## src/rtl/aes_stream_packer_if.sv

```systemverilog
// aes_stream_packer_if: 32-bit AXI-stream bundle feeding the AES packer
interface aes_stream_packer_if #(parameter int W = 32);
  logic [W-1:0] tdata;
  logic         tvalid;
  logic         tlast;
  logic         tready;
  modport master (output tdata, tvalid, tlast, input tready);
  modport slave (input tdata, tvalid, tlast, output tready);
endinterface

```

## src/rtl/aes_stream_packer.sv

```systemverilog
// aes_stream_packer: packs an AXI-stream packet (cmd word + payload) into 128-bit AES blocks for the input FIFO
module aes_stream_packer #(
  parameter int C_S_AXIS_TDATA_WIDTH = 32,
  parameter int BLOCK_WIDTH = 128,
  parameter int MAX_BLOCKS = 2050,
  parameter int BLK_CNT_WIDTH = 12
) (
  input  logic                            clk,
  input  logic                            reset,
  aes_stream_packer_if.slave              s00_axis,
  input  logic                            in_fifo_full,
  output logic [BLOCK_WIDTH-1:0]          in_fifo_data,
  output logic                            in_fifo_w_e,
  output logic [C_S_AXIS_TDATA_WIDTH-1:0] axis_cmd,
  output logic                            cmd_valid,
  output logic [BLK_CNT_WIDTH-1:0]        blk_cnt,
  output logic                            axis_slave_done,
  input  logic                            axis_master_done,
  output logic                            err_partial,
  output logic                            err_overflow
);
  typedef enum logic [2:0] {S_CMD, S_PAYLOAD, S_FLUSH, S_DONE, S_WAIT} state_t;
  state_t state_q, state_d;
  logic [1:0]                      word_idx_q, word_idx_d;
  logic [BLOCK_WIDTH-1:0]          blk_q, blk_d;
  logic [BLOCK_WIDTH-1:0]          data_q, data_d;
  logic                            pend_q, pend_d;
  logic [BLK_CNT_WIDTH-1:0]        cnt_q, cnt_d;
  logic [C_S_AXIS_TDATA_WIDTH-1:0] cmd_q, cmd_d;
  logic                            cmd_valid_q, cmd_valid_d;
  logic                            done_q, done_d;
  logic                            perr_q, perr_d;
  logic                            oerr_q, oerr_d;
  logic                            tready, hs, w_e, ovf_hit, slot_free;
  // A staged block is written as soon as the FIFO has room; the slot frees the same cycle it is written
  assign w_e       = pend_q && !in_fifo_full;
  assign slot_free = !pend_q || !in_fifo_full;
  assign hs        = s00_axis.tvalid && tready;
  assign ovf_hit   = !oerr_q && word_idx_q == 2'd0 && cnt_q == BLK_CNT_WIDTH'(MAX_BLOCKS);
  // State register plus all datapath flops
  always_ff @(posedge clk or posedge reset)
    if (reset) begin
      state_q     <= S_CMD;
      word_idx_q  <= '0;
      blk_q       <= '0;
      data_q      <= '0;
      pend_q      <= 1'b0;
      cnt_q       <= '0;
      cmd_q       <= '0;
      cmd_valid_q <= 1'b0;
      done_q      <= 1'b0;
      perr_q      <= 1'b0;
      oerr_q      <= 1'b0;
    end else begin
      state_q     <= state_d;
      word_idx_q  <= word_idx_d;
      blk_q       <= blk_d;
      data_q      <= data_d;
      pend_q      <= pend_d;
      cnt_q       <= cnt_d;
      cmd_q       <= cmd_d;
      cmd_valid_q <= cmd_valid_d;
      done_q      <= done_d;
      perr_q      <= perr_d;
      oerr_q      <= oerr_d;
    end
  // Next-state: a payload tlast goes straight to S_DONE when the block is complete or we are dropping
  always_comb begin
    state_d = state_q;
    case (state_q)
      S_CMD:     state_d = hs ? (s00_axis.tlast ? S_DONE : S_PAYLOAD) : S_CMD;
      S_PAYLOAD: state_d = (hs && s00_axis.tlast) ?
                           ((oerr_q || ovf_hit || word_idx_q == 2'd3) ? S_DONE : S_FLUSH) : S_PAYLOAD;
      S_FLUSH:   state_d = slot_free ? S_DONE : S_FLUSH;
      S_DONE:    state_d = slot_free ? S_WAIT : S_DONE;
      S_WAIT:    state_d = axis_master_done ? S_CMD : S_WAIT;
      default:   state_d = S_CMD;
    endcase
  end
  // Stream readiness: word 3 waits for FIFO room, dropped overflow words are always taken
  always_comb
    tready = state_q == S_CMD ? 1'b1 :
             state_q == S_PAYLOAD ? (oerr_q || !(word_idx_q == 2'd3 && in_fifo_full)) : 1'b0;
  // Datapath: command capture, word packing, block staging, counters and error flags
  always_comb begin
    word_idx_d  = word_idx_q;
    blk_d       = blk_q;
    data_d      = data_q;
    pend_d      = pend_q && in_fifo_full;
    cnt_d       = cnt_q;
    cmd_d       = cmd_q;
    cmd_valid_d = 1'b0;
    done_d      = 1'b0;
    perr_d      = perr_q;
    oerr_d      = oerr_q;
    if (state_q == S_CMD && hs) begin
      cmd_d       = s00_axis.tdata;
      cmd_valid_d = 1'b1;
      cnt_d       = '0;
      word_idx_d  = '0;
      blk_d       = '0;
      perr_d      = 1'b0;
      oerr_d      = 1'b0;
    end else if (state_q == S_PAYLOAD && hs && !oerr_q) begin
      if (ovf_hit)
        oerr_d = 1'b1;
      else begin
        word_idx_d = word_idx_q + 2'd1;
        if (word_idx_q == 2'd3) begin
          data_d = {blk_q[BLOCK_WIDTH-1:32], s00_axis.tdata};
          blk_d  = '0;
          pend_d = 1'b1;
          cnt_d  = cnt_q + 1'b1;
        end else begin
          blk_d[{~word_idx_q, 5'd0} +: 32] = s00_axis.tdata;
          perr_d = perr_q || s00_axis.tlast;
        end
      end
    end else if (state_q == S_FLUSH && slot_free) begin
      data_d     = blk_q;
      blk_d      = '0;
      pend_d     = 1'b1;
      cnt_d      = cnt_q + 1'b1;
      word_idx_d = '0;
    end else if (state_q == S_DONE && slot_free)
      done_d = 1'b1;
  end
  assign s00_axis.tready  = tready;
  assign in_fifo_data     = data_q;
  assign in_fifo_w_e      = w_e;
  assign axis_cmd         = cmd_q;
  assign cmd_valid        = cmd_valid_q;
  assign blk_cnt          = cnt_q;
  assign axis_slave_done  = done_q;
  assign err_partial      = perr_q;
  assign err_overflow     = oerr_q;
endmodule

```

## src/flat_wrapper.sv

```systemverilog
// flat-port wrapper written by rule: the top's interface ports become plain ports
module aes_stream_packer_flat 
#(
  parameter int C_S_AXIS_TDATA_WIDTH = 32,
  parameter int BLOCK_WIDTH = 128,
  parameter int MAX_BLOCKS = 2050,
  parameter int BLK_CNT_WIDTH = 12
)
  (clk, reset, in_fifo_full, in_fifo_data, in_fifo_w_e, axis_cmd, cmd_valid, blk_cnt, axis_slave_done, axis_master_done, err_partial, err_overflow, s00_axis_tdata, s00_axis_tvalid, s00_axis_tlast, s00_axis_tready);
  aes_stream_packer_if s00_axis_i ();
  input  logic clk;
  input  logic reset;
  input  logic in_fifo_full;
  output logic [BLOCK_WIDTH-1:0] in_fifo_data;
  output logic in_fifo_w_e;
  output logic [C_S_AXIS_TDATA_WIDTH-1:0] axis_cmd;
  output logic cmd_valid;
  output logic [BLK_CNT_WIDTH-1:0] blk_cnt;
  output logic axis_slave_done;
  input  logic axis_master_done;
  output logic err_partial;
  output logic err_overflow;
  input wire logic [$bits(s00_axis_i.tdata)-1:0] s00_axis_tdata;
  input wire logic [$bits(s00_axis_i.tvalid)-1:0] s00_axis_tvalid;
  input wire logic [$bits(s00_axis_i.tlast)-1:0] s00_axis_tlast;
  output wire logic [$bits(s00_axis_i.tready)-1:0] s00_axis_tready;
  assign s00_axis_i.tdata = s00_axis_tdata;
  assign s00_axis_i.tvalid = s00_axis_tvalid;
  assign s00_axis_i.tlast = s00_axis_tlast;
  assign s00_axis_tready = s00_axis_i.tready;
  aes_stream_packer #(.C_S_AXIS_TDATA_WIDTH(C_S_AXIS_TDATA_WIDTH), .BLOCK_WIDTH(BLOCK_WIDTH), .MAX_BLOCKS(MAX_BLOCKS), .BLK_CNT_WIDTH(BLK_CNT_WIDTH)) u_core (.clk(clk), .reset(reset), .s00_axis(s00_axis_i), .in_fifo_full(in_fifo_full), .in_fifo_data(in_fifo_data), .in_fifo_w_e(in_fifo_w_e), .axis_cmd(axis_cmd), .cmd_valid(cmd_valid), .blk_cnt(blk_cnt), .axis_slave_done(axis_slave_done), .axis_master_done(axis_master_done), .err_partial(err_partial), .err_overflow(err_overflow));
endmodule
```

## config.mk

```make
export PLATFORM = sky130hd
export DESIGN_NAME = aes_stream_packer_flat
export DESIGN_NICKNAME = d
export VERILOG_FILES = /design/src/rtl/aes_stream_packer_if.sv /design/src/rtl/aes_stream_packer.sv /design/src/flat_wrapper.sv
export SDC_FILE = /design/constraint.sdc
export NUM_CORES = 1
export LEC_CHECK = 0
export BUFFER_PORTS_ARGS = -buffer_cell sky130_fd_sc_hd__buf_2
export CAP_MARGIN = 30
export CORE_ASPECT_RATIO = 0.75
export CORE_MARGIN = 1.5
export CORE_UTILIZATION = 50
export DETAILED_ROUTE_END_ITERATION = 10
export PLACE_DENSITY = 0.73
export SLEW_MARGIN = 20
export SYNTH_ARGS = -nofsm -noshare
export SYNTH_HDL_FRONTEND = slang
export SYNTH_SLANG_ARGS = --single-unit
```

## constraint.sdc

```tcl
create_clock -name clk -period 14.8 [get_ports clk]
set_input_delay 2.96 -clock clk [delete_from_list [all_inputs] [get_ports clk]]
set_output_delay 2.96 -clock clk [all_outputs]
set_load 0.05 [all_outputs]
```

Word level (Yosys, flattened, before mapping)
Index checks and enable logic that the tools add are counted.
{ "totals": {"ff_bits": 310, "latch_bits": 0, "ramBits": 0, "romBits": 0, "input_bits": 38, "out_inout_bits": 178, "word_cells": 108, "mem_count": 0} }
{ "op_classes": {"n_addsub": 3, "n_mul": 0, "div_mod_pow": 0, "n_lt_le_gt_ge": 0, "eq_ne": 12, "shift": 2, "mux": 46, "n_bitwise": 2, "reduce_logical": 32} }
{ "ops": {"columns": ["cell", "n"], "rows": [
  ["$mux W128", 9],
  ["$bwmux W128", 1],
  ["$shift A32 B9 Y128 const A", 1],
  ["$shiftx A32 B9 Y128", 1],
  ["$mux W12", 5],
  ["$mux W1", 21],
  ["$pmux W3 S5", 1],
  ["$add A12 B1 Y12 const B", 1],
  ["$eq A12 B12 Y1 const B", 1],
  ["$logic_and A1 B1 Y1", 12],
  ["$mux W3", 4],
  ["$mux W2", 5],
  ["$neg A7 Y9", 1],
  ["$eq A3 B2 Y1 const B", 2],
  ["$ne A2 B2 Y1 const B", 3],
  ["$reduce_and A3 Y1", 2],
  ["$reduce_bool A2 Y1", 3],
  ["$logic_or A1 B1 Y1", 5],
  ["$logic_not A1 Y1", 4],
  ["$reduce_and A2 Y1", 2],
  ["$reduce_and A4 Y1", 1],
  ["$eq A3 B1 Y1 const B", 1],
  ["$eq A3 B3 Y1 const B", 1],
  ["$logic_not A3 Y1", 1],
  ["other kinds (9)", 9]
]} }

Logic depth before layout (Yosys ltp)
{ "logic_depth": {"depth_word": 11, "depth_mapped": 10, "ltp_nobuf": 7} }

Least setup slack after synthesis
Ideal clock, no wire load.
{ "synth_path": {"kind": "input to output", "startpoint": "input port in_fifo_full", "endpoint": "output port s00_axis_tready", "arrival_ns": 4.334, "required_ns": 11.840, "path_slack_ns": 7.506, "cell_stages": 1, "n_path_buf": 0, "cell_sequence": "a311oi_1"} }
{ "synth_between": {"elab_chain_len": 5} }
{ "synth_lines": {"columns": ["item", "line_no", "rtl"], "rows": [
  ["from (decl)", "flat_wrapper.sv:13", "input logic in_fifo_full;"],
  ["$logic_and A1 B1 Y1", "aes_stream_packer.sv:83", "state_q == S_PAYLOAD ? (oerr_q || !(word_idx_q == 2'd3 && in_fifo_full)) : 1'b0;"],
  ["$logic_not A1 Y1", "aes_stream_packer.sv:83", null],
  ["$logic_or A1 B1 Y1", "aes_stream_packer.sv:83", null],
  ["$mux W1", "aes_stream_packer.sv:83", null],
  ["$mux W1", "aes_stream_packer.sv:82", "tready = state_q == S_CMD ? 1'b1 :"],
  ["to (decl)", "flat_wrapper.sv:26", "output wire logic [$bits(s00_axis_i.tready)-1:0] s00_axis_tready;"]
]} }
No other way between the ends.

Final worst setup path
Same ends and word-level chain as after synthesis.

==> results.json <==
{
  "port_buffers": 215,
  "grt_max_degree": 79,
  "crit_path_end_kind": "primary output",
  "fmax_mhz": 150,
  "cp.buffers_inverters": 2,
  "rsz0062_at_grt": "false",
  "cts_hold_buf": 0,
  "cts-root-buf": "clkbuf_16",
  "synth_cells": 1075,
  "dieWidth_microns": 185,
  "hp-class": "reg2reg",
  "ff2ff_path_depth": 7,
  "power_density_nw_per_um2": 222,
  "total_power_w": 0.00328,
  "finalSetupViolCount": 0,
  "min_period_over_period_pct": 45.1,
  "drv_cap": 0,
  "clk_pin_slew_ps": 60,
  "synthArstFlopShare_pct": 100,
  "design_area_sq_um": 14800,
  "vias": 8688,
  "placed_area_sq_um": 13800,
  "die_h_microns": 140,
  "regToRegSetupSlack_ps": 10960,
  "wl_per_cell_microns": 18.3,
  "cts.repair.resized": 0,
  "cts_tree": "built",
  "cp-start-kind": "input port",
  "worstReg2RegStart": "u_core.word_idx_q[0]",
  "syn_avg_cell_area_sq_um": 11.6,
  "slowest_delay_ps": 320,
  "timing.setup.tns_ps": 0,
  "cp_max_fo": 5,
  "synthDistinctLibCells": 45,
  "synth_fa_ha_area_share_pct": 0.705,
  "synth_edf_count": 0,
  "finalHoldViolCount": 0,
  "ys_ff_latch": 310,
  "status": "complete, no violations",
  "cts_setup_buffers": 0,
  "io_pins": 216,
  "final_common_cell": "dfrtp_1",
  "synth_nets": 1120,
  "gp_congestion": 0.805,
  "drive_gt1_share_pct": 28.8,
  "postRouteAntennaNets": 0,
  "finalNonFillerCells": 1623,
  "crit_family": "buffers and inverters",
  "min_to": "u_core.blk_q[29]",
  "synth_mux_area_share_pct": 11.7,
  "design.core.area_sq_um": 24200,
  "area_growth_pct": 19.0,
  "synth_seq_area_share_pct": 62.4,
  "nets": 1317,
  "antenna_found_initial": 0,
  "die_area_sq_um": 25800,
  "fin_skew_ps": 6.83,
  "firstDrtPassIters": 5,
  "cp.required_ps": 11840,
  "cp.arrival_ps": 3720,
  "first_global_vias": 8512,
  "ys.flop_type": "dfrtp_1",
  "grt_pass1_wl_mm": 47.3,
  "critPathKind": "in2out",
  "reg2reg_to": "u_core.in_fifo_data[86]",
  "worstMarginPinSlew_ps": 920,
  "ir_drop_v": 0.000139,
  "rows": 49,
  "synth_area_sq_um": 12400,
  "htreeDepth": 1,
  "maxSlewViolCount": 0,
  "synth-compound-area-share_pct": 7.89,
  "synth_top_family_by_area": "multiplexers",
  "slew_headroom_pct": 38.6,
  "grt.overflow.total": 0,
  "wirelength_mm": 29.6,
  "cp_cell_sequence": "buf_2 > a311oi_1 > buf_2",
  "first_iter_violations": 595,
  "final_util_pct": 61.1,
  "cts_sinks": 310,
  "dp_hpwl_mm": 18.9,
  "clk_latency_ps": 540,
  "yosys.area_share.simple_pct": 11.5,
  "yosys_warnings": 0,
  "final_cell_mix": "310 x dfrtp_1, 215 x buf_2, 102 x inv_1",
  "antennaDiodeCount": 0,
  "cts_max_path_buffers": 3,
  "placedCellCount": 1569,
  "cts_inserted_buffers": 30,
  "synth_xor_xnor_area_share_pct": 0,
  "drc": 0,
  "leakage_nw": 7.25,
  "grt_use_total_pct": 23.4,
  "hold_depth": 1,
  "via_per_inst": 5.35,
  "start_util_pct": 51.3,
  "crit_slowest_cell": "buf_2",
  "min_period_ps": 6680,
  "crit_top_cell": "buf_2",
  "min_from": "u_core.blk_q[29]"
}
[sequential cells by signal (all words and copies together) (netlist names)]
signal                  cells
u_core.cmd_valid            1
u_core.err_overflow         1
u_core.state_q              3
u_core.pend_q               1
u_core.blk_cnt             12
u_core.in_fifo_data       128
u_core.axis_cmd            32
u_core.err_partial          1
u_core.blk_q              128
u_core.word_idx_q           2
u_core.axis_slave_done      1
[report_power, final]
part	internal [W]	switching [W]
clock network	0.000428	0.000316
registers	0.00104	0.000118
logic	0.000337	0.00104
total	0.00180	0.00147
[worst max-delay path by stage]
stage | slack [ps] | depth (start not counted) | to | start
CTS | 8120 | 3 | s00_axis_tready | in_fifo_full
floorplan | 3270 | 1 | u_core.axis_cmd[0] | reset
finish | 8120 | 3 | s00_axis_tready | in_fifo_full
global placement | 8140 | 3 | s00_axis_tready | in_fifo_full
global route | 8040 | 3 | s00_axis_tready | in_fifo_full
detailed placement | 8120 | 3 | s00_axis_tready | in_fifo_full
[per-layer routing]
metal / GRT usage, % / share of wire (%)
met5: 0 / 0
met2: 34.4 / 43
met3: 4.95 / 7.1
met4: 4.58 / 1.5
met1: 36.1 / 48
[per-stage QoR]
stage / setup slack [ps] / hold slack (ps)
detailed placement: 8120 / 470
CTS: 8120 / 486
finish: 8120 / 482
global placement: 8140 / 463
global route: 8040 / 495
floorplan: 3270 / 453
[layout make-up]
type,count,area [sq um]
clock buffers,43,881
multi-input cells,596,3990
repair buffers,231,1270
well taps,331,414
flip-flops and latches,310,7760
fillers,1939,9430
inverters,103,394
clock inverters,9,81.3
[synthesized netlist by cell type (3+ instances only)]
library cell	instances	area [sq um]
buf_6	6	67.6
and3_1	3	18.8
mux2_1	50	563
nand4_1	4	25.0
a31oi_1	35	219
nand2b_1	3	18.8
buf_2	25	125
ha_1	7	87.6
clkbuf_1	32	120
o21ai_0	93	465
nor4b_1	4	35.0
nand3_1	100	500
dfrtp_1	310	7760
o21ai_1	24	120
and2_1	35	219
nor2_1	47	176
inv_1	103	387
nand2_1	78	293
mux2_2	79	890
o31ai_4	4	85.1
[cell families (layout without fill, tap and decap cells)]
kind of cell,Yosys count,in the layout
mux,129,129
fa+ha+maj,7,7
compound gates,168,168
flops,310,310
buf+inv,169,386
simple gates,292,292
Power figures use the tool's default switching activity.
